`config.mk`:
```
export PLATFORM = sky130hd
export DESIGN_NAME = reg_cmd_sequencer
export DESIGN_NICKNAME = d
export VERILOG_FILES = /design/src/rtl/reg_cmd_pkg.sv /design/src/rtl/reg_cmd_sequencer.sv
export SDC_FILE = /design/constraint.sdc
export NUM_CORES = 1
export LEC_CHECK = 0
export CAP_MARGIN = 20
export CORE_ASPECT_RATIO = 1.25
export CORE_MARGIN = 10
export CORE_UTILIZATION = 47
export DETAILED_ROUTE_END_ITERATION = 12
export HOLD_SLACK_MARGIN = 0.05
export PLACE_DENSITY = 0.82
export REMOVE_ABC_BUFFERS = 1
export SLEW_MARGIN = 20
export SYNTH_ARGS = -nofsm -noshare
export SYNTH_HDL_FRONTEND = slang
export SYNTH_SLANG_ARGS = --single-unit
```
`constraint.sdc`:
```
create_clock -name clk -period 4.2 [get_ports clk]
set_clock_uncertainty 0.1 [all_clocks]
set_input_delay 0.84 -clock clk [delete_from_list [all_inputs] [get_ports clk]]
set_output_delay 0.84 -clock clk [all_outputs]
set_load 0.05 [all_outputs]
```
`src/rtl/reg_cmd_pkg.sv`:
```
// Shared types for the byte-register command sequencer.
package reg_cmd_pkg;

  typedef enum logic [1:0] {OP_NOP, OP_LOAD, OP_INC, OP_ROR} reg_op_t;

  typedef enum logic [1:0] {S_IDLE, S_ISSUE, S_DONE} seq_state_t;

endpackage

```
`src/rtl/reg_cmd_sequencer.sv`:
```
// Expands one valid/ready command into per-cycle load/inc/rotate_right strobes
// for the byte register, with busy/done status back to the issuer.
//
// state   | meaning
// S_IDLE  | cmd_ready high, waiting for a command
// S_ISSUE | driving one strobe per cycle, busy high
// S_DONE  | one-cycle done pulse, then back to S_IDLE
module reg_cmd_sequencer
  import reg_cmd_pkg::*;
#(
  parameter int WIDTH = 8,
  parameter int CNT_W = 4
) (
  input  logic             clk,
  input  logic             reset,
  input  logic             cmd_valid,
  output logic             cmd_ready,
  input  logic [1:0]       cmd_op,
  input  logic [WIDTH-1:0] cmd_data,
  input  logic [CNT_W-1:0] cmd_count,
  output logic             load,
  output logic             inc,
  output logic             rotate_right,
  output logic [WIDTH-1:0] D,
  output logic             busy,
  output logic             done
);

  seq_state_t       state, state_nxt;
  logic [CNT_W-1:0] remaining;
  reg_op_t          op;
  logic             accept;

  assign op        = reg_op_t'(cmd_op);
  assign accept    = (state == S_IDLE) && cmd_valid;
  assign cmd_ready = (state == S_IDLE) && !reset;

  always_comb begin
    state_nxt = state;
    case (state)
      S_IDLE: begin
        if (accept) begin
          if (op == OP_LOAD || ((op == OP_INC || op == OP_ROR) && cmd_count != '0))
            state_nxt = S_ISSUE;
          else
            state_nxt = S_DONE;
        end
      end
      S_ISSUE: if (remaining == 1) state_nxt = S_DONE;
      S_DONE:  state_nxt = S_IDLE;
      default: state_nxt = S_IDLE;
    endcase
  end

  always_ff @(posedge clk) begin
    if (reset) begin
      state        <= S_IDLE;
      remaining    <= '0;
      load         <= 1'b0;
      inc          <= 1'b0;
      rotate_right <= 1'b0;
      D            <= '0;
      busy         <= 1'b0;
      done         <= 1'b0;
    end else begin
      state <= state_nxt;
      busy  <= (state_nxt == S_ISSUE);
      done  <= (state_nxt == S_DONE);
      case (state)
        S_IDLE: begin
          if (accept && state_nxt == S_ISSUE) begin
            if (op == OP_LOAD) begin
              // A load is a single-strobe issue, so it reuses the count exit.
              load      <= 1'b1;
              D         <= cmd_data;
              remaining <= CNT_W'(1);
            end else begin
              inc          <= (op == OP_INC);
              rotate_right <= (op == OP_ROR);
              remaining    <= cmd_count;
            end
          end
        end
        S_ISSUE: begin
          remaining <= remaining - 1'b1;
          if (remaining == 1) begin
            load         <= 1'b0;
            inc          <= 1'b0;
            rotate_right <= 1'b0;
          end
        end
        default: ;
      endcase
    end
  end

endmodule

```
==> results of run 1 <==
[registers in the layout, indices dropped and copies added, names as in the netlist]
register      cells
load              1
remaining         4
busy              1
state             2
rotate_right      1
D                 8
inc               1
done              1
[area by class of cell]
class | instances | area share (%)
well taps | 19 | 1.91
repair buffers | 31 | 24.7
clock buffers | 3 | 1.81
inverters | 6 | 1.81
flip-flops and latches | 19 | 30.6
multi-input cells | 68 | 38.8
clock inverters | 1 | 0.402
[cell families (layout without fill, tap and decap cells)]
kind of cell / after synthesis / after routing / synth area share (%)
AND/OR/NAND/NOR: 36 / 36 / 21.7
AO/OA/AOI/OAI: 20 / 20 / 17.9
flip-flops: 19 / 19 / 41.9
buffers and inverters: 11 / 41 / 4.83
multiplexers: 9 / 9 / 9.93
adder cells (fa/ha/maj): 2 / 2 / 2.76
XOR/XNOR: 1 / 1 / 0.966
[critical path, stage by stage]
cell and delay [ns]:
sky130_fd_sc_hd__clkdlybuf4s50_1 0.43, sky130_fd_sc_hd__nor3_1 0.15, sky130_fd_sc_hd__clkdlybuf4s50_1 0.85
[cell usage after synthesis (all sizes together), types with 3 or more instances]
| cell | instances | share of area (%) |
|---|---|---|
| nand2b | 4 | 2.8 |
| a211oi | 4 | 3.3 |
| nor3 | 3 | 1.7 |
| o21ai | 3 | 1.7 |
| nand2 | 3 | 1.2 |
| clkbuf | 3 | 1.2 |
| mux2i | 9 | 9.9 |
| dfxtp | 19 | 42 |
| nor2 | 11 | 4.6 |
| inv | 6 | 2.5 |
| nand3 | 3 | 1.7 |
[worst max path at each step]
stage,startpoint,endpoint,slack [ns]
after CTS,reset,cmd_ready,0.99
after global placement,reset,cmd_ready,0.98
final,reset,cmd_ready,0.99
after global routing,reset,cmd_ready,0.98
after detailed placement,reset,cmd_ready,0.99
after floorplan,reset,cmd_ready,1.38
[layer usage]
layer | routed length (µm) | track usage, % | share of wire (%)
met5 | 0 | 0 | 0
met4 | 24 | 4.58 | 1.1
met3 | 235 | 4.57 | 10
met2 | 1030 | 18.1 | 45
met1 | 996 | 12.4 | 44
[through the flow]
| stage | worst slack, ns | power (W) | hold WS, ns | area (µm²) |
|---|---|---|---|---|
| after global routing | 0.977 | 0.000427 | 0.413 | 1240 |
| final | 0.991 | 0.000407 | 0.377 | 1240 |
| after detailed placement | 0.991 | 0.000320 | 0.363 | 1220 |
| after global placement | 0.980 | 0.000316 | 0.358 | 1220 |
| after floorplan | 1.38 | 0.000275 | 0.381 | 886 |
| after CTS | 0.991 | 0.000409 | 0.379 | 1240 |
[power groups by stage]
stage          logic (W)  registers, W  clock network, W
6_report        0.000113      0.000203         0.0000915
5_1_grt         0.000122      0.000205          0.000101
4_1_cts         0.000113      0.000203         0.0000924
3_5_place_dp    0.000113      0.000207                 0
3_3_place_gp    0.000109      0.000207                 0
2_1_floorplan  0.0000513      0.000223                 0
==> key figures, run 1 <==
Clock network
  – TritonCTS clock tree: yes
  – CTS H-tree lvls: 1
  – Cell chosen for the clock root: sky130_fd_sc_hd__clkbuf_4
  – Post-CTS Setup Inserts: 0
  – CTS clk-pin slew, worst paths: 0.11 ns
  – Total of hold buffers inserted after clock tree synthesis: 0
  – Bufs on Longest Clock Path: 2
  – Number of buffers inserted during clock tree synthesis: 3
  – CTS resizes: 0
  – Clock insertion delay at the later pin of the skew report: 0.30 ns
  – TritonCTS sink count: 19

Die
  – Row count: 17
  – Die Wd: approximately 60 µm
  – Die span in y: between 60 and 70 µm
  – Initial standard-cell utilization of the core: about half
  – Top-level I/O count: 31
  – Die Footprint: 4100 µm²
  – Core footprint: 1810 µm²

Yosys
  – Mapped Cells: 98
  – Register bit total from synthesis: 19
  – Post-Synthesis Cell Area: approximately 900 µm²
  – Sequential share of the synthesized area: between 40% and 50%
  – Share of synthesized flip-flops with an asynchronous set or reset: 0%
  – Most used DFF post-synth: sky130_fd_sc_hd__dfxtp_1
  – Total of warnings raised by yosys: 0
  – Average size of a mapped cell: 9.26 µm²
  – Library cells used by synthesis: 34
  – EDFF count, synth: 0

Placed design
  – Final GP Congestion: 0.791
  – Post-detailed-placement half-perimeter wirelength: about 1.9 mm
  – Count of input and output buffers: 30
  – Inst Count DP: ~140

Detailed routing
  – Residual DRC: 0
  – Total via count in the routed design: approximately 840
  – Drt wl/cell: between 15 and 20 µm
  – Number of nets with antenna violations after detailed routing: 0
  – Pre-Repair DR Iteration Count: 4
  – Vias per Instance: around 5.7
  – Violation count after the first detailed-route iteration: 11
  – Wire length after detailed routing: around 2.3 mm

Finish
  – Final non-filler cell total: approximately 150
  – Number of fill cells in the layout: 140
  – Antenna cell count: 0
  – Final layout net count: about 150
  – Proportion of layout cells with a drive suffix above 1: around 8.6%
  – Seq. cell area: about 380 µm²
  – Most frequent cells in the layout: sky130_fd_sc_hd__clkdlybuf4s50_1, sky130_fd_sc_hd__dfxtp_1, sky130_fd_sc_hd__nor2_1
  – P&R area growth vs syn: 37.2%
  – Final design utilization: 68.9%
  – Footprint of the multi-input gates: approximately 480 µm²
  – Most frequent standard cell in the layout excluding fill and tap cells: sky130_fd_sc_hd__clkdlybuf4s50_1

Timing
  – Final Setup Violations: 0
  – Unrepaired setup endpoints after global routing: false
  – Least-Margin Pin Slew: between 0.5 and 0.6 ns
  – Hold Vio Cnt, Final: 0
  – Setup TNS: 0 ns
  – Post-route minimum period: roughly 3.2 ns
  – Max-Slew Margin vs Limit: 64.6%
  – Pins over their slew limit: 0
  – Period utilisation layout: around three quarters
  – Max Clock Freq: a little over 0.3 GHz

Critical path
  – RR Endpoint: inc$_SDFFE_PP0P_
  – Required time reported for the critical path endpoint: roughly 3.3 ns
  – Peak fanout along the critical path: 2
  – Setup Crit Path Kind: in -> out
  – Worst R2R Setup Slack: around 2.4 ns
  – Launch instance of the worst register-to-register path: remaining[1]$_SDFFE_PP0P_
  – Crit path launch type: input port
  – Cell count of the worst reg-to-reg path: 6
  – Critical Path AT: about 2.3 ns
  – Kind of end point of the critical path: output pin

Power and ir drop
  – Combinational share of power: between 20% and 30%
  – Cell-internal power: approximately 0.00028 W
  – Static leakage power: between 0.5 and 0.6 nW
  – Portion of total power attributed to the clock network: about 23%
  – Worst ir drop on vdd: about 0.19 mV
  – Pwr per Cell Area: 327 nW/µm²
  – Share of total power in sequential cells: approximately half
  – Switching share of power: a little under a third
  – Sw Pwr: approximately 0.00013 W

Hold path
  – Path category of the worst min-delay check: reg -> reg
  – Start point of the worst min-delay path: load$_SDFFE_PP0P_
  – Endpoint with the worst hold slack: load$_SDFFE_PP0P_
  – Hold-critical path depth: 2

Global route
  – Maximum number of pins on one net before global-route repair: 20
  – Number of antenna violations at the first check in global routing: 0
  – Global-route wire length before repair: approximately 3.8 mm
  – Global route overflow: 0
  – Overall global routing resource usage: 11.2%
  – Via count of the first global-routing pass: approximately 810

Status
  – Result of the run: finished, final reports clean

Run
  – Maxcap violations: 0
No activity file was read; power rests on OpenSTA's default activity.
==> inputs of run 2 (changes only) <==
- CORE_UTILIZATION: 47 -> 44
- PLACE_DENSITY: 0.82 -> 0.78
- clock period: 4.2 -> 3.25 ns (I/O delays scaled with it)
==> run 2 against run 1 <==
Against the previous run: non-clock buffer count unchanged; sequential power up 29%; power up 30%; largest power group unchanged.
==> key figures, run 2 (same netlist as run 1, synthesis figures left out) <==
Run
  – Maxcap violations: 0

Die
  – Die Wd: 60.6 µm
  – Die Footprint: 4290 µm²
  – Row count: 18
  – Die span in y: 70.8 µm
  – Core footprint: around 2000 µm²
  – Top-level I/O count: 31
  – Initial standard-cell utilization of the core: about 46%

Detailed routing
  – Pre-Repair DR Iteration Count: 4
  – Wire length after detailed routing: around 2.1 mm
  – Number of nets with antenna violations after detailed routing: 0
  – Violation count after the first detailed-route iteration: 16
  – Total via count in the routed design: 821
  – Vias per Instance: around 5.5
  – Residual DRC: 0
  – Drt wl/cell: between 10 and 15 µm

Global route
  – Overall global routing resource usage: between 10% and 20%
  – Global route overflow: 0
  – Maximum number of pins on one net before global-route repair: 20
  – Via count of the first global-routing pass: approximately 820
  – Number of antenna violations at the first check in global routing: 0
  – Global-route wire length before repair: ~3.5 mm

Critical path
  – Largest stage delay, worst path: approximately 0.44 ns
  – Setup Crit Path Kind: in -> out
  – Launch instance of the worst register-to-register path: remaining[1]$_SDFFE_PP0P_
  – Worst setup startpoint: reset
  – Kind of end point of the critical path: output pin
  – Critical Path AT: around 1.6 ns
  – RR Endpoint: inc$_SDFFE_PP0P_
  – Required time reported for the critical path endpoint: ~2.5 ns
  – Worst R2R Setup Slack: 1.43 ns
  – Max stage delay cell, worst path: sky130_fd_sc_hd__clkdlybuf4s50_1
  – Peak fanout along the critical path: 2
  – Crit path launch type: input port
  – Cell count of the worst reg-to-reg path: 6
  – Cells traversed along the worst timing path: clkdlybuf4s50_1, nor3_1, buf_12
  – Worst Setup EP: cmd_ready

Clock network
  – TritonCTS clock tree: yes
  – Clock insertion delay at the later pin of the skew report: 0.30 ns
  – CTS clk-pin slew, worst paths: 0.10 ns
  – Total of hold buffers inserted after clock tree synthesis: 0
  – Post-CTS Setup Inserts: 0
  – CTS H-tree lvls: 1
  – TritonCTS sink count: 19
  – Number of buffers inserted during clock tree synthesis: 3
  – CTS resizes: 0
  – Bufs on Longest Clock Path: 2
  – Cell chosen for the clock root: sky130_fd_sc_hd__clkbuf_4

Finish
  – Antenna cell count: 0
  – Largest registers: D x8, remaining x4, state x2
  – Most frequent cells in the layout: sky130_fd_sc_hd__clkdlybuf4s50_1, sky130_fd_sc_hd__dfxtp_1, sky130_fd_sc_hd__nor2_1
  – P&R area growth vs syn: 38.3%
  – Number of flip-flops under the largest register name: 8
  – Final non-filler cell total: around 150
  – Most frequent standard cell in the layout excluding fill and tap cells: sky130_fd_sc_hd__clkdlybuf4s50_1
  – Proportion of layout cells with a drive suffix above 1: approximately 8.6%
  – Biggest register: D
  – Number of fill cells in the layout: 174
  – Final layout net count: roughly 150

Timing
  – Setup TNS: 0 ns
  – Unrepaired setup endpoints after global routing: false
  – Post-route minimum period: 2.34 ns
  – Least-Margin Pin Slew: approximately 0.5 ns
  – Final worst slack: 0.914 ns
  – Period utilisation layout: 71.9%
  – Pins over their slew limit: 0
  – Max Clock Freq: between 0.4 and 0.5 GHz
  – Max-Slew Margin vs Limit: approximately 66%
  – Final hold slack: roughly 0.38 ns
  – Hold Vio Cnt, Final: 0
  – Final Setup Violations: 0

Power and ir drop
  – Worst ir drop on vdd: roughly 0.25 mV
  – Static leakage power: about 0.5 nW
  – Pwr per Cell Area: ~420 nW/µm²
  – Post-route total power: around 0.00053 W

Placed design
  – Inst Count DP: 144
  – Setup Slack @ Placement: ~0.72 ns
  – Count of input and output buffers: 30
  – Post-detailed-placement half-perimeter wirelength: ~1.7 mm
  – Final GP Congestion: about 0.84

Hold path
  – Start point of the worst min-delay path: inc$_SDFFE_PP0P_
  – Path category of the worst min-delay check: reg -> reg

Status
  – Result of the run: finished, final reports clean
==> run 2: worst max-delay path, delay by kind of cell <==
| kind | cells | cell delay [ns] |
|---|---|---|
| buf+inv | 2 | 0.63 |
| simple gates | 1 | 0.31 |
==> run 2: worst min path at each step <==
stage / to / depth (start not counted) / slack [ns]
finish: inc$_SDFFE_PP0P_ / 2 / 0.38
global route: load$_SDFFE_PP0P_ / 2 / 0.41
CTS: inc$_SDFFE_PP0P_ / 2 / 0.38
detailed placement: inc$_SDFFE_PP0P_ / 2 / 0.37
global placement: rotate_right$_SDFFE_PP0P_ / 2 / 0.36
floorplan: remaining[3]$_SDFFE_PP0P_ / 2 / 0.38
==> run 2: layout make-up <==
class | instances | area, µm² | area share (%)
Timing Repair Buffer | 31 | 318 | 25.3
Multi-Input combinational cell | 68 | 483 | 38.5
Inverter | 6 | 22.5 | 1.79
Clock buffer | 4 | 26.3 | 2.09
Sequential cell | 19 | 380 | 30.3
Tap cell | 20 | 25.0 | 1.99
==> run 2: through the flow <==
step | util (%) | area (µm²)
after detailed placement | 62.0 | 1230
after CTS | 63.3 | 1250
final | 63.3 | 1250
after floorplan | - | 886
after global placement | 62.0 | 1230
after global routing | 63.3 | 1250
==> run 2: per-layer routing <==
layer	up-vias	track usage (%)	routed length [µm]
li1	415	-	-
met1	367	11.5	919
met2	35	16.1	943
met3	4	3.75	230
met4	0	4.40	35
met5	-	0	0
==> run 2: report_power, final <==
group	switching [W]	internal [W]
logic	0.0000796	0.0000680
clock network	0.0000705	0.0000478
registers	0.0000146	0.000248
==> RTL change, RTL diff (flow settings as in run 1) <==
The 3 states of `seq_state_t` get a one-hot encoding in 3 bits.
--- a/src/rtl/reg_cmd_pkg.sv
+++ b/src/rtl/reg_cmd_pkg.sv
@@ -3,7 +3,7 @@
 
   typedef enum logic [1:0] {OP_NOP, OP_LOAD, OP_INC, OP_ROR} reg_op_t;
 
-  typedef enum logic [1:0] {S_IDLE, S_ISSUE, S_DONE} seq_state_t;
+  typedef enum logic [2:0] {S_IDLE = 3'b001, S_ISSUE = 3'b010, S_DONE = 3'b100} seq_state_t;
 
 endpackage
 
Function: no difference found for any inputs over 10 cycles, from zero or initial values and one cycle with reset high; not proved beyond that.
==> RTL change against run 1 <==
Critical endpoint unchanged; register-to-register slack got worse by 0.17 ns; largest cell class unchanged; final area increased by 3.4%; utilization increased by 1.5 points; sequential cell count increased by 1; wire length increased by 1.0%; area after synthesis increased by 2.2%; critical path depth unchanged; fmax increased by 3.0%; power increased by 12%; setup slack improved by 0.093 ns; via count decreased by 3.3%; non-clock buffer count unchanged; sequential share of layout area increased by 0.55 points; final cell count decreased by 0.68%; highest routed layer unchanged.
==> RTL change: results (changes against run 1) <==
Regs by FF count = D x8, remaining x4, state x3
Leakage = 0.528 nW (+5.1%)
top_reg_cell synth = dfxtp_1
initial antenna violation count = 0 (unchanged)
clk root buf = clkbuf_4
Worst Reg-to-Reg Cells = 4 (-2)
commonest cells in the netlist = dfxtp_1 (20), nor2_1 (14), mux2i_1 (9), nand2_1 (6), o211ai_1 (5)
first-pass GRT wire length = 3.62 mm (-4.4%)
most area-consuming cells after synthesis = dfxtp_1 (43%), mux2i_1 (9.7%), nor2_1 (5.7%)
hold_ws = 0.409 ns (+0.0326 ns)
Comb pwr share = 20.4% (-7.3 points)
CP peak stage delay = 0.81 ns (-0.04 ns)
Final period util = 74.2% (-2.2 points)
Synth cell types = 32 (-5.9%)
Total Routing Usage GR = 10.6% (-0.68 points)
critical register-to-register path endpoint = D[2]
sw power = 0.000118 W (-9.1%)
WL/cell = 15.8 um (+1.7%)
DP HPWL = 1.83 mm (-1.0%)
crit path max fanout = 2 (unchanged)
largest net degree at the start of global routing = 19 (-5.0%)
Reg2Reg Setup Slack = 2.18 ns (-0.17 ns)
worst r2r src = state[1]
Worst VDD drop = 0.229 mV (+22%)
sequential cell area fraction in the yosys report = 43.2% (+1.3 points)
xor/xnor share of the synthesized area = 0% (-0.97 points)
CTS buffer count = 3 (unchanged)
Diodes inserted = 0 (unchanged)
mux contribution to synthesized area = 9.72% (-0.21 points)
Post-Synth Adder-Cell Area = 2.70% (-0.060 points)
CP dominant cell by count = clkdlybuf4s50_1
Clock Path Buffers = 2 (unchanged)
Net Sw Frac = 25.8% (-5.9 points)
hold path depth = 2 (unchanged)
gpl congestion = 0.861 (+8.8%)
hold path startpoint = D[0]
number of DRC markers in iteration 0 = 26 (+15)
min-delay worst type = flop to flop
Sequential Power Share = 45.4% (-4.5 points)
post-CTS setup buffer count = 0 (unchanged)
Compound-Gate Fraction of Synth Area = 14.6% (-3.4 points)
Post-synth ARST share = 0% (unchanged)
vias per cell = 5.57 (-2.7%)
worst slack, placed = 1.09 ns (+0.0953 ns)
Worst path slowest cell = clkdlybuf4s50_1
WHS Endpoint = D[0]
vias in the first global route = 792 (-2.5%)
# nets final = 147 (-0.68%)
yosys warns = 0 (unchanged)
relative slew slack = 42.3% (-22 points)
critical path arrival = 2.18 ns (-0.09 ns)
status = finished clean
layout cell share with drive strength beyond 1 = 10.2% (+1.6 points)
dpl cell area = 1230 um2 (+1.4%)
[RTL change: layout make-up]
type / instances / area [um2]
Multi-Input combinational cell: 69 / 492
Timing Repair Buffer: 31 / 308
Clock inverter: 1 / 30.0
Clock buffer: 3 / 22.5
Inverter: 3 / 11.3
Tap cell: 19 / 23.8
Fill cell: 140 / 542
Sequential cell: 20 / 400
[RTL change: critical path, delay by kind of cell]
family                 cells  cell delay, ns
buffers and inverters      2            1.23
and+or+nand+nor            1            0.11
[RTL change: logic make-up (layout without fill, tap and decap cells)]
group | after synthesis | in the layout
flip-flops | 20 | 20
buffers and inverters | 7 | 38
adder cells (fa/ha/maj) | 2 | 2
multiplexers | 9 | 9
AO/OA/AOI/OAI | 17 | 17
AND/OR/NAND/NOR | 41 | 41
[RTL change: per-layer routing]
layer | up-vias | GRT usage (%) | routed length [um]
met4 | 0 | 2.24 | 32
li1 | 404 | - | -
met1 | 378 | 12.2 | 962
met5 | - | 0 | 0
met2 | 27 | 17.5 | 1120
met3 | 4 | 4.02 | 193
[RTL change: worst max path at each step]
stage,start,to,slack (ns),cells past startpoint
after floorplan,reset,cmd_ready,1.77,1
after global placement,reset,cmd_ready,1.07,3
after detailed placement,reset,cmd_ready,1.09,3
after CTS,reset,cmd_ready,1.07,3
after global routing,reset,cmd_ready,1.02,3
final,reset,cmd_ready,1.08,3
[RTL change: per-stage QoR]
| step | util [%] | std cells |
|---|---|---|
| floorplan | - | 92 |
| global placement | 67.5 | 142 |
| detailed placement | 67.5 | 142 |
| CTS | 70.4 | 146 |
| global route | 70.4 | 146 |
| finish | 70.4 | 146 |
